<file path="src/rtl/mc_pkg.sv">
// Shared constants for the multicycle MIPS control FSM: state encodings,
// opcodes and the datapath mux/ALU select encodings.
package mc_pkg;

  localparam logic [3:0] FETCH   = 4'd0;
  localparam logic [3:0] DECODE  = 4'd1;
  localparam logic [3:0] MEMADR  = 4'd2;
  localparam logic [3:0] MEMRD   = 4'd3;
  localparam logic [3:0] MEMWB   = 4'd4;
  localparam logic [3:0] MEMWR   = 4'd5;
  localparam logic [3:0] RTYPEEX = 4'd6;
  localparam logic [3:0] RTYPEWB = 4'd7;
  localparam logic [3:0] BEQEX   = 4'd8;
  localparam logic [3:0] ADDIEX  = 4'd9;
  localparam logic [3:0] ADDIWB  = 4'd10;
  localparam logic [3:0] JEX     = 4'd11;
  localparam logic [3:0] EXC     = 4'd12;

  localparam logic [5:0] OP_RTYPE = 6'h00;
  localparam logic [5:0] OP_J     = 6'h02;
  localparam logic [5:0] OP_BEQ   = 6'h04;
  localparam logic [5:0] OP_ADDI  = 6'h08;
  localparam logic [5:0] OP_LW    = 6'h23;
  localparam logic [5:0] OP_SW    = 6'h2B;

  localparam logic [1:0] ASB_B     = 2'b00;
  localparam logic [1:0] ASB_FOUR  = 2'b01;
  localparam logic [1:0] ASB_IMM   = 2'b10;
  localparam logic [1:0] ASB_IMMSH = 2'b11;

  localparam logic [1:0] ALU_ADD   = 2'b00;
  localparam logic [1:0] ALU_SUB   = 2'b01;
  localparam logic [1:0] ALU_FUNCT = 2'b10;

  localparam logic [1:0] PC_ALU    = 2'b00;
  localparam logic [1:0] PC_ALUOUT = 2'b01;
  localparam logic [1:0] PC_JUMP   = 2'b10;
  localparam logic [1:0] PC_EXC    = 2'b11;

endpackage

</file>
<file path="src/rtl/mc_control_fsm.sv">
// Multicycle MIPS main control FSM (Moore, one state per cycle).
// Define MC_CONTROL_EXC_EN to trap illegal opcodes through the EXC state.
import mc_pkg::*;

module mc_control_fsm #(
  parameter int MEM_HANDSHAKE = 1,
  parameter int STATE_W       = 4
) (
  input  logic               clk,
  input  logic               rst_n,
  input  logic [5:0]         opcode,
  input  logic               mem_ready,
  output logic               ir_write,
  output logic               pc_write,
  output logic               pc_write_cond,
  output logic               iord,
  output logic               mem_read,
  output logic               mem_write,
  output logic               mem_to_reg,
  output logic               reg_dst,
  output logic               reg_write,
  output logic               alu_src_a,
  output logic [1:0]         alu_src_b,
  output logic [1:0]         alu_op,
  output logic [1:0]         pc_src,
  output logic               exc,
  output logic [STATE_W-1:0] state_o
);

  logic [STATE_W-1:0] state_q;
  logic [STATE_W-1:0] state_d;
  logic               rdy;

  // Gating with rst_n keeps every write enable low while reset is held.
  assign rdy     = ((MEM_HANDSHAKE != 0) ? mem_ready : 1'b1) & rst_n;
  assign state_o = state_q;

  always_ff @(posedge clk or negedge rst_n) begin
    if (!rst_n) state_q <= STATE_W'(FETCH);
    else        state_q <= state_d;
  end

  always_comb begin
    state_d = STATE_W'(FETCH);
    case (state_q)
      STATE_W'(FETCH):   state_d = rdy ? STATE_W'(DECODE) : STATE_W'(FETCH);
      STATE_W'(DECODE): begin
        case (opcode)
          OP_LW, OP_SW: state_d = STATE_W'(MEMADR);
          OP_RTYPE:     state_d = STATE_W'(RTYPEEX);
          OP_BEQ:       state_d = STATE_W'(BEQEX);
          OP_ADDI:      state_d = STATE_W'(ADDIEX);
          OP_J:         state_d = STATE_W'(JEX);
`ifdef MC_CONTROL_EXC_EN
          default:      state_d = STATE_W'(EXC);
`else
          default:      state_d = STATE_W'(FETCH);
`endif
        endcase
      end
      STATE_W'(MEMADR):  state_d = (opcode == OP_LW) ? STATE_W'(MEMRD) : STATE_W'(MEMWR);
      STATE_W'(MEMRD):   state_d = rdy ? STATE_W'(MEMWB) : STATE_W'(MEMRD);
      STATE_W'(MEMWR):   state_d = rdy ? STATE_W'(FETCH) : STATE_W'(MEMWR);
      STATE_W'(RTYPEEX): state_d = STATE_W'(RTYPEWB);
      STATE_W'(ADDIEX):  state_d = STATE_W'(ADDIWB);
      default:           state_d = STATE_W'(FETCH);
    endcase
  end

  // Unlisted and unreachable states fall through to the all-zero defaults.
  always_comb begin
    ir_write      = 1'b0;
    pc_write      = 1'b0;
    pc_write_cond = 1'b0;
    iord          = 1'b0;
    mem_read      = 1'b0;
    mem_write     = 1'b0;
    mem_to_reg    = 1'b0;
    reg_dst       = 1'b0;
    reg_write     = 1'b0;
    alu_src_a     = 1'b0;
    alu_src_b     = ASB_B;
    alu_op        = ALU_ADD;
    pc_src        = PC_ALU;
    exc           = 1'b0;
    case (state_q)
      STATE_W'(FETCH): begin
        mem_read  = 1'b1;
        alu_src_b = ASB_FOUR;
        ir_write  = rdy;
        pc_write  = rdy;
      end
      STATE_W'(DECODE):  alu_src_b = ASB_IMMSH;
      STATE_W'(MEMADR): begin
        alu_src_a = 1'b1;
        alu_src_b = ASB_IMM;
      end
      STATE_W'(MEMRD): begin
        mem_read = 1'b1;
        iord     = 1'b1;
      end
      STATE_W'(MEMWB): begin
        reg_write  = 1'b1;
        mem_to_reg = 1'b1;
      end
      STATE_W'(MEMWR): begin
        mem_write = 1'b1;
        iord      = 1'b1;
      end
      STATE_W'(RTYPEEX): begin
        alu_src_a = 1'b1;
        alu_op    = ALU_FUNCT;
      end
      STATE_W'(RTYPEWB): begin
        reg_write = 1'b1;
        reg_dst   = 1'b1;
      end
      STATE_W'(BEQEX): begin
        alu_src_a     = 1'b1;
        alu_op        = ALU_SUB;
        pc_src        = PC_ALUOUT;
        pc_write_cond = 1'b1;
      end
      STATE_W'(ADDIEX): begin
        alu_src_a = 1'b1;
        alu_src_b = ASB_IMM;
      end
      STATE_W'(ADDIWB):  reg_write = 1'b1;
      STATE_W'(JEX): begin
        pc_write = 1'b1;
        pc_src   = PC_JUMP;
      end
`ifdef MC_CONTROL_EXC_EN
      STATE_W'(EXC): begin
        exc      = 1'b1;
        pc_write = 1'b1;
        pc_src   = PC_EXC;
      end
`endif
      default: ;
    endcase
  end

endmodule
</file>
<file path="config.mk">
export PLATFORM = sky130hd
export DESIGN_NAME = mc_control_fsm
export DESIGN_NICKNAME = d
export VERILOG_FILES = /design/src/rtl/mc_pkg.sv /design/src/rtl/mc_control_fsm.sv
export SDC_FILE = /design/constraint.sdc
export NUM_CORES = 1
export LEC_CHECK = 0
export CORE_AREA = 3 3 45 47
export DETAILED_ROUTE_END_ITERATION = 8
export DIE_AREA = 0 0 48 50
export PLACE_DENSITY_LB_ADDON = 0.25
export SLEW_MARGIN = 20
export SYNTH_ARGS = -nofsm -noshare
export SYNTH_HDL_FRONTEND = slang
export SYNTH_SLANG_ARGS = --single-unit
</file>
<file path="constraint.sdc">
create_clock -name clk -period 1.3 [get_ports clk]
set_input_delay 0.13 -clock clk [delete_from_list [all_inputs] [get_ports clk]]
set_output_delay 0.13 -clock clk [all_outputs]
set_load 0.02 [all_outputs]
</file>
### Word-level counts from Yosys, hierarchy flattened

Cells that the tools add are included.

| storage, ports and cells | value |
|---|---|
| register bits after elaboration | 4 |
| input bits | 9 |
| memory bits (writable) | 0 |
| memories | 0 |
| logic and storage cells | 45 |
| ROM bits | 0 |
| bits in latches | 0 |

| operators by class | value |
|---|---|
| bitwise logic cells | 1 |
| mux-type cells | 19 |
| $lt $le $gt $ge | 0 |
| multipliers | 0 |
| shift operators | 0 |
| reductions and logical operators | 8 |
| add/subtract/negate cells | 0 |
| eq/ne operators | 16 |
| div/mod/pow operators | 0 |

Operator list:

| cell | number |
|---|---|
| one-hot mux 4 bit (7 select lines) | 1 |
| one-hot mux 4 bit (5 select lines) | 1 |
| == test 4 x 3 -> 1 bit (second input constant) | 4 |
| == test 4 bit (second input constant) | 4 |
| == test 6 bit (second input constant) | 2 |
| 2-to-1 mux 1 bit | 10 |
| 2-to-1 mux 3 bit | 3 |
| == test 4 x 2 -> 1 bit (second input constant) | 2 |
| one-hot mux 2 bit (2 select lines) | 2 |
| OR reduction 2 bit | 4 |
| == test 6 x 2 -> 1 bit (second input constant) | 1 |
| == test 6 x 3 -> 1 bit (second input constant) | 1 |
| == test 6 x 4 -> 1 bit (second input constant) | 1 |
| zero test 6 bit | 1 |
| one-hot mux 2 bit (3 select lines) | 1 |
| == test 4 x 1 -> 1 bit (second input constant) | 1 |
| zero test 4 bit | 1 |
| OR reduction 4 bit | 1 |
| OR reduction 3 bit | 1 |
| one-hot mux 1 bit (2 select lines) | 1 |
| AND 1 bit | 1 |

### Logic depth before layout (Yosys ltp)

Gate-level depths: netlist of run 1.

| depth | value |
|---|---|
| depth in word-level cells | 4 |
| gate-level depth with buffers | 5 |
| depth with buffers taken out | 4 |

### Least setup slack after synthesis of run 1

Ideal clock, no wire load.

| timing path | value |
|---|---|
| kind | reg-to-output |
| start point | register state_q[2], in the netlist state_o[2] |
| end point | output pc_src[0] |
| required time | 1.170 ns |
| cell stages (with the launch flop) | 5 |
| slack | -0.491 ns |
| buffers on the path | 2 |
| data arrival time | 1.661 ns |
| cell sequence | dfrtp_1 > buf_6 > nand2b_2 > nor3_1 > buf_4 |

| on the way | value |
|---|---|
| word-level cells in the longest chain between the ends | 2 |
| elaborated cells on any way between the ends | 3 |

Ends and longest elaborated chain:

| what | RTL line | RTL |
|---|---|---|
| start, declared | mc_control_fsm.sv:30 | `logic [STATE_W-1:0] state_q;` |
| start signal, assigned | mc_control_fsm.sv:39 | `if (!rst_n) state_q <= STATE_W'(FETCH);` |
| start signal, assigned | mc_control_fsm.sv:40 | `else state_q <= state_d;` |
| == test 4 bit | mc_control_fsm.sv:86 | `case (state_q)` |
| one-hot mux 2 bit (2 select lines) (*) | mc_control_fsm.sv:86 |  |
| end, declared | mc_control_fsm.sv:25 | `output logic [1:0] pc_src,` |

Every way passes the cells marked *; elsewhere a longest branch is shown, timed or not.

### Worst setup path in the final report of run 1

| timing path | value |
|---|---|
| start point | register state_q[0], in the netlist state_o[0] |
| end point | output alu_src_b[1] |

| on the way | value |
|---|---|
| word-level cells in the longest chain between the ends | 3 |
| elaborated cells on any way between the ends | 6 |

Ends and longest elaborated chain:

| what | RTL line | RTL |
|---|---|---|
| == test 4 bit or == test 4 x 2 -> 1 bit (tied branches) | mc_control_fsm.sv:86 |  |
| OR reduction 2 bit (no line) | -- |  |
| one-hot mux 2 bit (3 select lines) (*) | mc_control_fsm.sv:86 |  |
| end, declared | mc_control_fsm.sv:23 | `output logic [1:0] alu_src_b,` |

Marks and branches as above.

==> Flow_metrics.wiki, run 1 <==
{| class="wikitable"
! Metric !! Value
|-
| Core ar. || 1689 sq um
|-
| Fraction of the mapped netlist area in compound gates || 0.1879
|-
| Part of the Yosys area used for sequential elements || 0.1856
|-
| Count of buffering cells on the critical path with inverters included || 1
|-
| Vias || 701
|-
| Die Ht || 50 microns
|-
| Routability cong. || 0.7928
|-
| Seq cells post-synth || 4
|-
| Number of standard-cell rows in the floorplan || 15
|-
| Htree depth || 1
|-
| Reg-to-reg startpoint || state_o[1]
|-
| Parity-gate share of the synthesized area counting xor and xnor cells || 0.03248
|-
| Layout Nets || 133
|-
| Post-Route Skew || 0.002340 ns
|-
| Critical path launch point type || flip-flop
|-
| Classification of the worst setup path || reg2out
|-
| IO Pins || 30
|-
| Sink count of the clock tree || 4
|-
| WP data required || 1.17 ns
|-
| Largest fanout on the critical path || 7
|-
| Synth cell types || 35
|-
| CP startpoint || state_o[0]
|-
| Minimum setup slack after placement || -0.5270 ns
|-
| Final min period || 1.503 ns
|-
| Summed negative setup slack over all endpoints || -1.972 ns
|-
| Total power draw || 641.1 uW
|-
| Violations in the final reports || negative setup slack
|-
| Worst IR drop on VDD || 0.0005260 V
|-
| Routed via count divided by cell count || 5.043
|-
| Combined area of all synthesized cells || 539.3 sq um
|-
| Element type at the critical path end || primary output
|-
| All-Layer GR Usage || 0.1546
|-
| Sequential cell area || 105.1 sq um
|-
| Slowest stage cell on the critical path || sky130_fd_sc_hd__dfrtp_2
|-
| Multi-input logic area || 536.8 sq um
|-
| Total overflow reported by the global router || 0
|-
| Leakage Power || 0.5198 nW
|-
| RSZ-0062 raised after global routing || true
|-
| Count of input and output buffers || 28
|-
| Area fraction in and, or, nand and nor cells after synthesis || 0.4617
|-
| Synthesized Nets || 79
|-
| Kind of cell adding the most delay to the critical path || flip-flops
|-
| DRT Wirelength || 1918 microns
|-
| Final hold viol count || 0
|-
| Routed Antenna Nets || 0
|-
| Run status || complete, but fails checks
|-
| CP cell instances || and2b_1 -> nand2b_1 -> a21oi_2 -> buf_6
|-
| Max incr delay on CP || 0.47 ns
|-
| Power density cells || 516.0 nW/um^2
|-
| Wirelength per Cell || 13.80 microns
|-
| Total of warnings raised by yosys || 0
|-
| # diodes || 0
|-
| Number of global-route vias before repair || 645
|-
| Maximum frequency from static timing analysis || 665.1 MHz
|-
| Wire length of the first global-routing pass || 2711 microns
|-
| Adder-cell area share of the yosys netlist || 0
|-
| DP HPWL || 1314 microns
|-
| Dpl cells || 127
|-
| Antenna violations before repair || 0
|-
| DRC violation count after routing || 0
|-
| Synthesis-to-finish area growth || 130.4%
|-
| Fill cell total of the finished layout || 129
|-
| Clock tree root driver cell || sky130_fd_sc_hd__clkbuf_4
|-
| Fin crit share || 1.157
|-
| Clock-pin transition on the worst setup and hold timing paths || 0.04 ns
|-
| Post-Layout Cell Count || 139
|-
| Final count of negative-setup-slack endpoints || 20
|-
| Bufs on Longest Clock Path || 2
|-
| Share of the synthesized area in the top cell type || 0.1856
|-
| Pin count of the biggest net entering global routing || 9
|-
| Commonest cells after routing, fill and taps aside || sky130_fd_sc_hd__buf_6, sky130_fd_sc_hd__buf_4, sky130_fd_sc_hd__clkdlybuf4s50_1
|-
| Type of the worst min-delay path || in2async
|-
| Violation count after the first detailed-routing iteration || 7
|-
| TritonCTS clock tree || done
|-
| Syn Area/Cell || 7.704 sq um
|-
| TritonCTS buffer count || 3
|-
| Share of cells above drive strength 1 || 0.6475
|-
| Data arrival, critical path || 1.37 ns
|-
| Pins over their slew limit || 0
|-
| Combinational family with the most area after synthesis || simple AND/OR/NAND/NOR gates
|-
| Cells taking the most area after synthesis || sky130_fd_sc_hd__dfrtp_1, sky130_fd_sc_hd__nor2_1, sky130_fd_sc_hd__nand2b_1
|-
| Multiplexer share of the synthesized area || 0.01856
|-
| PnR worst setup slack || -0.2035 ns
|-
| Effective utilization at floorplan || 0.3193
|-
| Number of cells produced by synthesis || 70
|-
| Number of flip-flops under the largest register name || 4
|-
| DRT Pass-1 Iters || 2
|-
| Die Footprint || 2400 sq um
|-
| Clock latency of the later-clocked register in the worst-skew pair || 0.24 ns
|-
| Die W || 48 microns
|-
| Maximum capacitance violations || 0
|-
| Post-synth top area cell || sky130_fd_sc_hd__dfrtp_1
|}
## cells in the mapped netlist
| master | instances |
|---|---|
| sky130_fd_sc_hd__nor4_1 | 2 |
| sky130_fd_sc_hd__nand3_1 | 1 |
| sky130_fd_sc_hd__nor3_1 | 4 |
| sky130_fd_sc_hd__nor3_2 | 1 |
| sky130_fd_sc_hd__dfrtp_1 | 4 |
| sky130_fd_sc_hd__mux2i_1 | 1 |
| sky130_fd_sc_hd__a21oi_2 | 1 |
| sky130_fd_sc_hd__nor4b_4 | 1 |
| sky130_fd_sc_hd__nand2_1 | 4 |
| sky130_fd_sc_hd__o22a_1 | 1 |
| sky130_fd_sc_hd__buf_6 | 2 |
| sky130_fd_sc_hd__a21o_1 | 1 |
| sky130_fd_sc_hd__a311o_1 | 1 |
| sky130_fd_sc_hd__a21oi_1 | 2 |
| sky130_fd_sc_hd__o221ai_1 | 1 |
| sky130_fd_sc_hd__xnor2_1 | 1 |
| sky130_fd_sc_hd__nand4b_1 | 2 |
| sky130_fd_sc_hd__conb_1 | 1 |
| sky130_fd_sc_hd__o31a_1 | 1 |
| sky130_fd_sc_hd__nor2b_1 | 4 |
| sky130_fd_sc_hd__nor4b_1 | 1 |
| sky130_fd_sc_hd__and2b_1 | 1 |
| sky130_fd_sc_hd__nand2b_2 | 1 |
| sky130_fd_sc_hd__buf_4 | 4 |
| sky130_fd_sc_hd__nor2_1 | 10 |
| sky130_fd_sc_hd__a31oi_1 | 2 |
| sky130_fd_sc_hd__and3_1 | 1 |
| sky130_fd_sc_hd__o21ai_0 | 1 |
| sky130_fd_sc_hd__nor3b_1 | 1 |
| sky130_fd_sc_hd__o22ai_1 | 1 |
| sky130_fd_sc_hd__xor2_1 | 1 |
| sky130_fd_sc_hd__nand2b_1 | 5 |
| sky130_fd_sc_hd__buf_2 | 1 |
| sky130_fd_sc_hd__o211ai_1 | 2 |
| sky130_fd_sc_hd__nand4_1 | 2 |
## area by class of cell
class	count	share of cell area
clock buffers	3	0.01813
multi-input cells	59	0.4320
flip-flops and latches	4	0.08459
well taps	17	0.01712
repair buffers	56	0.4481
## final timing paths
path	depth (start not counted)	slack, ns	to
setup / recovery	4	-0.20	alu_src_b[1]
hold / removal	3	0.44	state_o[2]
setup reg to reg	5	-0.10	state_o[1]
hold reg to reg	2	0.81	state_o[0]
max in group asynchronous	3	0.67	state_o[3]
min in group clk	5	0.52	state_o[2]
## power breakdown
group / switching [mW] / total, mW / leakage [nW] / internal, mW
Sequential: 0.0157 / 0.147 / 0.0485 / 0.131
Combinational: 0.149 / 0.335 / 0.457 / 0.187
Clock: 0.0552 / 0.159 / 0.0138 / 0.104
## per-layer routing
layer	track usage	part of all wire
met5	0	0
met4	0.06726	0.013
met3	0.01095	0.024
met2	0.2555	0.54
met1	0.1952	0.43
## logic make-up (layout without fill, tap and decap cells)
| family | Yosys count | in the layout |
|---|---|---|
| flip-flops | 4 | 4 |
| multiplexers | 1 | 1 |
| AO/OA/AOI/OAI | 14 | 14 |
| XOR/XNOR | 2 | 2 |
| other | 1 | 1 |
| buffers and inverters | 7 | 59 |
| AND/OR/NAND/NOR | 41 | 41 |
## through the flow
| step | hold WS (ns) | cell area (sq um) | utilization |
|---|---|---|---|
| floorplan | -0.1656 | 609.3 | - |
| global placement | 0.4577 | 1011 | 0.5985 |
| detailed placement | 0.4550 | 1011 | 0.5985 |
| CTS | 0.1932 | 1077 | 0.6378 |
| global route | 0.4772 | 1242 | 0.7356 |
| finish | 0.4445 | 1242 | 0.7356 |
## worst register-to-register path, stage by stage (launching register included)
cell                      delay, ns
sky130_fd_sc_hd__dfrtp_2       0.48
sky130_fd_sc_hd__buf_4         0.19
sky130_fd_sc_hd__nor4b_4       0.32
sky130_fd_sc_hd__nand2_1       0.10
sky130_fd_sc_hd__o22ai_1       0.12
sky130_fd_sc_hd__a311o_1       0.13
## what timing repair did
action	in CTS	in global routing
buffers inserted	2	6
gates resized for setup	108	31
pin swaps	11	13
setup endpoints to repair	24	22
hold endpoints to repair	0	4
hold buffers	0	1
(Power assumes the default switching activity.)
==> inputs of run 2 (changes only) <==
--- a/config.mk
+++ b/config.mk
@@ -8,6 +8,7 @@
 export CORE_AREA = 3 3 45 47
 export DETAILED_ROUTE_END_ITERATION = 8
 export DIE_AREA = 0 0 48 50
+export MAX_ROUTING_LAYER = met4
 export PLACE_DENSITY_LB_ADDON = 0.25
 export SLEW_MARGIN = 20
 export SYNTH_ARGS = -nofsm -noshare
==> results of run 2 <==
No change in the layout: final DEF, timing and power equal those of run 1.
Among the figures that moved: final weighted congestion in routability-driven placement 0.7928 -> 0.8041; overall routing resource usage 0.1546 -> 0.1585
